## src/rtl/vga_plot_arbiter.sv

```systemverilog
// vga_plot_arbiter: shares the VGA adapter pixel-write port between queued CPU
// plots and a full-screen clear engine; at most one pixel per cycle.
// Optional clear engine is built only when FLOW_CLEAR_ENGINE_EN is defined.
module vga_plot_arbiter #(
    parameter int unsigned FIFO_DEPTH = 4,
    parameter int unsigned WIDTH      = 160,
    parameter int unsigned HEIGHT     = 120
) (
    input  logic                          clock,
    input  logic                          resetn,
    input  logic                          cpu_plot,
    input  logic [7:0]                    cpu_x,
    input  logic [6:0]                    cpu_y,
    input  logic [14:0]                   cpu_color,
    output logic                          cpu_ready,
    input  logic                          clear_start,
    input  logic [14:0]                   clear_color,
    output logic                          clear_busy,
    output logic [$clog2(FIFO_DEPTH):0]   pending,
    output logic                          range_error,
    output logic [7:0]                    vga_x,
    output logic [6:0]                    vga_y,
    output logic [14:0]                   vga_color,
    output logic                          vga_plot
);
    localparam int unsigned AW = $clog2(FIFO_DEPTH);
    localparam int unsigned PW = AW + 1;
    localparam int unsigned DW = 30;

    logic [DW-1:0] mem [FIFO_DEPTH];
    logic [AW-1:0] wr_ptr;
    logic [AW-1:0] rd_ptr;
    logic [PW-1:0] count;
    logic          in_range;
    logic          accept;
    logic          push;
    logic          pop;

    assign pending   = count;
    assign cpu_ready = (count != PW'(FIFO_DEPTH));
    assign in_range  = (32'(cpu_x) < WIDTH) && (32'(cpu_y) < HEIGHT);
    assign accept    = cpu_plot && cpu_ready;
    assign push      = accept && in_range;

`ifdef FLOW_CLEAR_ENGINE_EN
    typedef enum logic {S_IDLE, S_CLEAR} state_t;

    state_t        state;
    logic [7:0]    cx;
    logic [6:0]    cy;
    logic [14:0]   fill_color;

    assign clear_busy = (state == S_CLEAR);
    // A starting clear takes the port ahead of any queued pixel.
    assign pop = (state == S_IDLE) && !clear_start && (count != '0);
`else
    logic unused_clear;

    assign unused_clear = ^{clear_start, clear_color};
    assign clear_busy   = 1'b0;
    assign pop          = (count != '0);
`endif

    // FIFO storage; contents need no reset since the pointers are flushed.
    always_ff @(posedge clock) begin
        if (push) begin
            mem[wr_ptr] <= {cpu_x, cpu_y, cpu_color};
        end
    end

    // FIFO pointers, occupancy and sticky out-of-range flag.
    always_ff @(posedge clock) begin
        if (!resetn) begin
            wr_ptr      <= '0;
            rd_ptr      <= '0;
            count       <= '0;
            range_error <= 1'b0;
        end else begin
            if (push) wr_ptr <= wr_ptr + AW'(1);
            if (pop)  rd_ptr <= rd_ptr + AW'(1);
            case ({push, pop})
                2'b10:   count <= count + PW'(1);
                2'b01:   count <= count - PW'(1);
                default: count <= count;
            endcase
            if (accept && !in_range) range_error <= 1'b1;
        end
    end

    // Port arbitration FSM, clear sweep and registered adapter outputs.
    always_ff @(posedge clock) begin
        if (!resetn) begin
            vga_x      <= '0;
            vga_y      <= '0;
            vga_color  <= '0;
            vga_plot   <= 1'b0;
`ifdef FLOW_CLEAR_ENGINE_EN
            state      <= S_IDLE;
            cx         <= '0;
            cy         <= '0;
            fill_color <= '0;
`endif
        end else begin
`ifdef FLOW_CLEAR_ENGINE_EN
            case (state)
                S_IDLE: begin
                    if (clear_start) begin
                        state      <= S_CLEAR;
                        cx         <= '0;
                        cy         <= '0;
                        fill_color <= clear_color;
                        vga_plot   <= 1'b0;
                    end else if (pop) begin
                        {vga_x, vga_y, vga_color} <= mem[rd_ptr];
                        vga_plot <= 1'b1;
                    end else begin
                        vga_plot <= 1'b0;
                    end
                end
                S_CLEAR: begin
                    vga_x     <= cx;
                    vga_y     <= cy;
                    vga_color <= fill_color;
                    vga_plot  <= 1'b1;
                    if (cx == 8'(WIDTH - 1)) begin
                        cx <= '0;
                        if (cy == 7'(HEIGHT - 1)) begin
                            state <= S_IDLE;
                        end else begin
                            cy <= cy + 7'(1);
                        end
                    end else begin
                        cx <= cx + 8'(1);
                    end
                end
                default: state <= S_IDLE;
            endcase
`else
            if (pop) begin
                {vga_x, vga_y, vga_color} <= mem[rd_ptr];
                vga_plot <= 1'b1;
            end else begin
                vga_plot <= 1'b0;
            end
`endif
        end
    end

endmodule

```

## config.mk

```make
export PLATFORM = sky130hd
export DESIGN_NAME = vga_plot_arbiter
export DESIGN_NICKNAME = d
export VERILOG_FILES = /design/src/rtl/vga_plot_arbiter.sv
export SDC_FILE = /design/constraint.sdc
export NUM_CORES = 1
export LEC_CHECK = 0
export ABC_AREA = 1
export BUFFER_PORTS_ARGS = -buffer_cell sky130_fd_sc_hd__buf_4
export CORE_MARGIN = 4
export CORE_UTILIZATION = 45
export DETAILED_ROUTE_END_ITERATION = 10
export GPL_TIMING_DRIVEN = 0
export PLACE_DENSITY = 0.74
export SLEW_MARGIN = 15
export SYNTH_ARGS = -nofsm -noshare
export SYNTH_HDL_FRONTEND = slang
export SYNTH_SLANG_ARGS = --single-unit
```

## constraint.sdc

```tcl
create_clock -name clock -period 3.6 [get_ports clock]
set_input_delay 0.72 -clock clock [delete_from_list [all_inputs] [get_ports clock]]
set_output_delay 0.72 -clock clock [all_outputs]
set_load 0.02 [all_outputs]
```

# Yosys cells after proc, flatten, opt, wreduce, memory -nomap -nowiden
# Memory sizes are Yosys's and may differ from the RTL's. A register that Yosys moved wholly into a read port is not among the register bits.
# Index checks and enable logic that the tools add are counted.
[classes] add_sub_neg=4 multipliers=0 div_mod_pow=0 magnitude_cmp=2 eq_ne=3 shifts=0 mux=4 n_bitwise=0 n_reduce_logical=8
[op_table] op="< comparator 8 bit (second input constant)" count=1
[op_table] op="< comparator 7 bit (second input constant)" count=1
[op_table] op="case mux 3 bit (2 select lines)" count=1
[op_table] op="adder 2 x 1 -> 2 bit (second input constant)" count=2
[op_table] op="logical AND 1 bit" count=4
[op_table] op="adder 3 x 1 -> 3 bit (second input constant)" count=1
[op_table] op="2-to-1 mux 1 bit" count=3
[op_table] op="!= test 3 bit (second input constant)" count=1
[op_table] op="nonzero test 3 bit" count=1
[op_table] op="subtractor 3 x 1 -> 3 bit (second input constant)" count=1
[op_table] op="== test 2 x 1 -> 1 bit (second input constant)" count=1
[op_table] op="== test 2 bit (second input constant)" count=1
[op_table] op="zero test 1 bit" count=2
[op_table] op="nonzero test 2 bit" count=1
[totals] ff_bits=9 latch_bits=0 ramBits=120 mem_bits_ro=0 in_bits=49 out_inout_bits=37 word_cells=27 mem_count=1
[memory_table] memory="mem" depth=4 word_bits=30 rd=1 rd_ports_with_merged_regs=1 write_ports=1 line="30" text="logic [DW-1:0] mem [FIFO_DEPTH];"

# Depth between registers and ports, before layout
# Gate-level depths: netlist of the first run.
[logic_depth] depth_word=5 depth_mapped=14

# Worst setup path before layout of the first run
# No wires, ideal clock.
[synth_path] kind="in2reg" from="input port cpu_x[6]" to="memory mem[0][0], enable pin" setup_time_ps=417 arrival_time_ps=2423 t_required_ps=3183 setup_slack_ps=760 stages=5 path_buffers=0 cell_sequence="o21ai_0 > nand2_1 > nor2_2 > inv_2 > nor2_1"
[synth_via] elab_chain_cells=5
[synth_rtl] item="start: declaration" line="12" text="input logic [7:0] cpu_x,"
[synth_rtl] item="< comparator 8 bit" line="41" text="assign in_range = (32'(cpu_x) < WIDTH) && (32'(cpu_y) < HEIGHT);"
[synth_rtl] item="logical AND 1 bit" line="41"
[synth_rtl] item="logical AND 1 bit" line="43" text="assign push = accept && in_range;"
[synth_rtl] item="2-to-1 mux 1 bit" line="66" text="if (push) begin"
[synth_rtl] item="2-to-1 mux 1 bit (not written as such)" line="67" text="mem[wr_ptr] <= {cpu_x, cpu_y, cpu_color};"
[synth_rtl] item="end: declaration" line="30"
# Every way passes these cells.

# Worst setup path after layout of the first run
[layout_path] from="input port cpu_y[6]" to="register count[2], in the netlist pending[2]"
[layout_via] elab_chain_cells=5 elab_cells_between_ends=7
[layout_rtl] item="start: declaration" line="13" text="input logic [6:0] cpu_y,"
[layout_rtl] item="< comparator 7 bit *" line="41"
[layout_rtl] item="logical AND 1 bit *" line="41"
[layout_rtl] item="logical AND 1 bit *" line="43"
[layout_rtl] item="== test 2 x 1 -> 1 bit or == test 2 bit (tied branches)" line="81" text="case ({push, pop})"
[layout_rtl] item="case mux 3 bit (2 select lines) or nonzero test 2 bit (tied branches)"
[layout_rtl] item="end signal: assignment" line="82" text="2'b10: count <= count + PW'(1);"
[layout_rtl] item="end signal: assignment" line="83" text="2'b01: count <= count - PW'(1);"
[layout_rtl] item="end signal: assignment" line="84" text="default: count <= count;"
[layout_rtl] item="end: declaration" line="33" text="logic [PW-1:0] count;"
# Every way passes the cells marked *; elsewhere a longest branch is shown, timed or not.
# A chain may end at the register's enable or synchronous reset.

==> reports/qor.yml, run 1 <==
timing.slew.headroom: 0.549
max_cap_violations: 0
initial_utilization: 0.458
grt_pass1_wl_um: 22300
dp_slack_ps: 988
cts_tree: "built"
vias_per_cell: 4.95
area_growth_pct: 22.0
ctsResizeCount: 0
setup_viol: 0
wl_per_cell_um: 15.9
synth-main-ff-cell: "edfxtp_1"
cp_max_fo: 5
outcome: "complete, no violations"
p_int_mw: 4.10
yosys.cell_count.top_type: "nor2_1"
r2r_end: "pending[2]"
setup_ws_ps: 1420
instances_no_fill: 875
hpwl_um: 8870
finalCriticalPeriod_ps: 2180
netlist_instances: 592
p_sw_frac: 0.360
cellPowerDensity_nw_per_um2: 829
track_usage: 0.180
p_clk_frac: 0.253
yosysWarningCount: 0
cts_setup_buffers: 0
ctsHoldBuffers: 0
fin_crit_sh: 0.606
drt_iter0_markers: 342
layout.nets: 737
syn-num-nets: 647
core_um2: 13800
yosysUniqueCellTypes: 22
cp-endpoint: "pending[2]"
p_comb_frac: 0.372
finalClockSkew_ps: 9.40
p_leak_nw: 3.29
postSynthAreaPerCell_um2: 10.7
yosysTopAreaCellShare: 0.569
rsz0062_at_grt: "false"
drt-total-wl_um: 13900
drive_gt1_frac: 0.191
fmax_mhz: 458
vias: 4328
cts_htree_levels: 4
reg2reg_depth: 12
die_h_um: 127
cp.arrival_ps: 2490
r2r_start: "pending[0]"
clockBufferDepth: 2
min_path_type: "reg2reg"
synthTopCellsByArea: "edfxtp_1, dfxtp_1, nor2_1, o21ai_1, inv_1"
synth_largest_area_cell: "edfxtp_1"
critical_path_class: "in2reg"
critPathRequiredTime_ps: 3910
maxSlewViolCount: 0
num_antenna_cells: 0
ys_seq_area_frac: 0.692
synth_fa_ha_area_frac: 0.0130
synthMuxAreaShare: 0
synth_edf_count: 120
route.detailed.drc: 0
syn_area_um2: 6330
first_global_vias: 4401
seqPwrFrac: 0.376
postLayoutCoreUtil: 0.559
synth_top_family_by_area: "simple AND/OR/NAND/NOR gates"
p_switching_mw: 2.30
clock-sinks: 159
dr.pass1.iters: 5
synthArstFlopShare: 0
antenna_left: 0
clk_latency_ps: 420
cts_made_buffers: 17
tns_ps: 0
clk_pin_slew_worst_paths_ps: 60
root_buffer: "clkbuf_16"
synth_common_cells: "nor2_1, edfxtp_1, inv_1"
place.gp.congestion: 0.753
overflow: 0
tightest_slew_ps: 676
antenna_found_initial: 0
ys_ff_latch: 159
rrSetupSlack_ps: 1520
row_count: 43
portBuffers: 67
ir_drop_uv: 451
cp-start-kind: "input pin"
synth-compound-area-share: 0.0806
pin_count: 86
hold_viol: 0
setup.worst_path.start: "cpu_y[6]"
cp-end-kind: "flip-flop"
die-area_um2: 16000
synth-simple-area-share: 0.135
place_inst: 843
grt_max_degree: 24
fp.dieW_um: 127
synth_xor_xnor_area_share: 0
-- how the worst min path moves through the flow --
stage | from | endpoint | slack [ps] | cells after the start
3_3_place_gp | range_error | range_error | 470 | 2
3_5_place_dp | range_error | range_error | 460 | 2
5_1_grt | cpu_y[0] | mem[3][15] | 480 | 1
4_1_cts | cpu_y[1] | mem[1][16] | 480 | 1
6_report | range_error | range_error | 480 | 2
2_1_floorplan | wr_ptr[1] | wr_ptr[1] | 500 | 2
-- flip-flops by register name, indices dropped and copies added (netlist names) --
name / count
vga_x: 8
wr_ptr: 2
mem: 120
vga_color: 15
rd_ptr: 2
vga_y: 7
range_error: 1
pending: 3
vga_plot: 1
-- layout by cell type (no fill, tap or decap) --
cell,count
fa_1,1
ha_1,5
nor2_4,5
clkinvlp_4,2
bufinv_16,1
buf_16,3
buf_6,3
inv_2,3
buf_12,1
clkbuf_2,1
a21oi_1,7
nand3_1,33
o21ai_0,18
clkinv_2,4
clkbuf_1,9
conb_1,1
nand2_1,42
edfxtp_1,120
dfxtp_1,39
clkbuf_8,1
buf_2,14
buf_4,76
clkbuf_16,17
nor2_1,130
inv_1,79
buf_1,1
o21ai_1,77
nand2_4,1
nor2_2,1
-- metrics by stage --
stage          power [mW]  area [µm²]  hold WS (ps)
2_1_floorplan        3.97        6330           497
3_3_place_gp         4.74        7060           465
3_5_place_dp         4.82        7190           464
4_1_cts              6.44        7720           485
5_1_grt              6.82        7720           480
6_report             6.40        7720           480
-- critical path, stage by stage --
cell and delay [ps]:
buf_4 110, nand2_1 100, inv_1 90, nand2_1 70, nand2_1 120, nor2_2 60
inv_2 180, ha_1 210, inv_1 60, fa_1 390, nand2_1 80, nand3_1 90
o21ai_0 160, a21oi_1 60
-- power groups by stage --
stage                     clock, mW  sequential (mW)  combinational [mW]
after floorplan                   0             2.66                1.31
after global placement            0             2.44                2.30
after detailed placement          0             2.44                2.38
after CTS                      1.64             2.41                2.40
after global routing           1.71             2.43                2.67
final                          1.62             2.41                2.38
-- final cells by class --
type | instances | area [µm²]
flip-flops and latches | 159 | 4380
well taps | 180 | 225
repair buffers | 71 | 606
plain buffers | 30 | 188
clock buffers | 25 | 465
clock inverters | 7 | 65.1
inverters | 82 | 308
fillers | 1158 | 6100
multi-input cells | 321 | 1480
-- cell families after synthesis --
logic type,Yosys count
flip-flops,159
AO/OA/AOI/OAI,102
other,1
AND/OR/NAND/NOR,212
adder cells (fa/ha/maj),6
buffers and inverters,112
-- per-layer routing --
layer	vias up	global-route usage	wire length (µm)
li1	2128	-	-
met1	2051	0.224	5840
met2	129	0.304	7000
met3	20	0.0472	827
met4	0	0.0650	242
met5	-	0	0
Note: power is estimated with default switching activity, not from simulation.
==> inputs of run 2 (changes only) <==
Clock period 3.6 ns to 2.1 ns, I/O delays scaled along.
==> run 2 against run 1 <==
Against the previous run: worst hold slack lost 290 ps; sequential cell count unchanged; clock skew down 1.5 ps; cell area rose by 1.3%; via count rose by 0.81%; die area unchanged; wire length increased by 2.2%; non-clock buffer count increased by 2; total power up 77%; register-to-register slack got worse by 1400 ps; global-route usage rose by 0.26 points; critical path type is now reg2reg.
==> reports/qor.yml, run 2 (synthesis gave the netlist of run 1 again) <==
cts_tree: "built"
r2r_end: "mem[3][24]"
p_leak_nw: 3.32
rsz0062_at_grt: "true"
vias: 4363
largestRegisters: "mem: 120 flops, vga_color: 15 flops, vga_x: 8 flops"
clk_pin_slew_worst_paths_ps: 60
fin_crit_sh: 0.962
vias_per_cell: 4.97
first_global_vias: 4360
route.detailed.drc: 0
drt_iter0_markers: 416
largest_reg_flops: 120
layout_commonest_cell: "nor2_1"
hold_viol: 0
outcome: "complete, no violations"
rrSetupSlack_ps: 80
cp.arrival_ps: 2150
place.gp.congestion: 0.754
top_register: "mem"
ir_drop_uv: 969
cp_max_fo: 19
grt_max_degree: 20
filler_cell_count: 1106
ctsHoldBuffers: 0
row_count: 43
hold-path-endpoint: "mem[2][25]"
num_antenna_cells: 0
die_h_um: 127
antenna_found_initial: 0
reg2reg_depth: 8
place_area_um2: 7200
min_path_cells: 1
place_inst: 843
core_um2: 13800
layout_common_cells: "nor2_1, edfxtp_1, inv_1"
portBuffers: 67
cp-end-kind: "flip-flop"
layout.nets: 739
r2r_start: "pending[0]"
finalClockSkew_ps: 7.91
cts_made_buffers: 17
pin_count: 86
timing.slew.headroom: 0.541
drt-total-wl_um: 14200
root_buffer: "clkbuf_16"
antenna_left: 0
clockBufferDepth: 2
fp.dieW_um: 127
setup_viol: 0
holdCritStartpoint: "cpu_x[3]"
drive_gt1_frac: 0.204
clk_latency_ps: 420
setup.worst_path.start: "pending[0]"
initial_utilization: 0.458
instances_no_fill: 877
hpwl_um: 9050
fin_area_um2: 7820
tightest_slew_ps: 686
regArea_um2: 4380
multi_input_area_um2: 1490
total_power_mw: 11.3
fmax_mhz: 495
track_usage: 0.183
critPathRequiredTime_ps: 2230
cts_htree_levels: 4
clock-sinks: 159
max_cap_violations: 0
cellPowerDensity_nw_per_um2: 1450
area_growth_pct: 23.6
overflow: 0
grt_pass1_wl_um: 22500
maxSlewViolCount: 0
dr.pass1.iters: 5
wl_per_cell_um: 16.2
finalCriticalPeriod_ps: 2020
min_path_type: "in2reg"
die-area_um2: 16000
cp-start-kind: "flip-flop"
critical_path_class: "reg2reg"
-- run 2: cell types whose count changed in the layout (fill, tap and decap cells not counted), sizes merged --
cell | before | now
buf | 98 | 100
clkbuf | 28 | 20
clkinv | 4 | 5
bufinv | 1 | 3
inv | 82 | 84
clkinvlp | 2 | 5
-- run 2: worst max-delay path, stage by stage, from the launching register on --
cell,delay (ps)
dfxtp_1,420
nor2_4,50
nand2_1,70
nand2_1,70
nor2_2,220
inv_4,100
buf_4,150
nor2_4,380
buf_16,240
-- run 2: timing repair --
| action | 4_1_cts | 5_1_grt |
|---|---|---|
| endpoints found under the setup margin | 0 | 14 |
| setup buffers | 0 | 3 |
| resized for setup | 0 | 4 |
-- run 2: metrics by stage --
| step | setup TNS (ps) | hold slack, ps | setup WS (ps) | util |
|---|---|---|---|---|
| final | 0 | 191 | 80.7 | 0.566 |
| after global routing | -695 | 176 | -36.0 | 0.566 |
| after global placement | -95340 | 465 | -832 | 0.511 |
| after CTS | 0 | 179 | 4.18 | 0.564 |
| after detailed placement | -5200 | 506 | -180 | 0.521 |
| after floorplan | -24740 | 497 | -206 | - |
-- run 2: how the worst max path moves through the flow --
stage / cells past startpoint / end / slack [ps]
6_report: 8 / mem[3][24] / 80
5_1_grt: 8 / mem[3][24] / -40
4_1_cts: 12 / pending[2] / 4
3_5_place_dp: 14 / pending[2] / -180
3_3_place_gp: 8 / mem[1][2] / -830
2_1_floorplan: 6 / mem[0][0] / -210
-- run 2: area by class of cell --
type | instances | area share
repair buffers | 74 | 0.0813
clock buffers | 17 | 0.0544
flip-flops and latches | 159 | 0.560
clock inverters | 15 | 0.0216
plain buffers | 29 | 0.0230
multi-input cells | 321 | 0.191
well taps | 180 | 0.0288
inverters | 82 | 0.0397
-- run 2: power breakdown --
part	internal, mW	switching (mW)
clock	1.86	1.22
sequential	3.89	0.240
combinational	1.52	2.62
total	7.27	4.08
-- run 2: layer usage --
metal	GRT usage	vias to the layer above	share of wire
met5	0	-	0
met4	0.0448	0	0.0094
met3	0.0535	11	0.058
met2	0.311	135	0.52
met1	0.231	2083	0.42
li1	-	2134	-
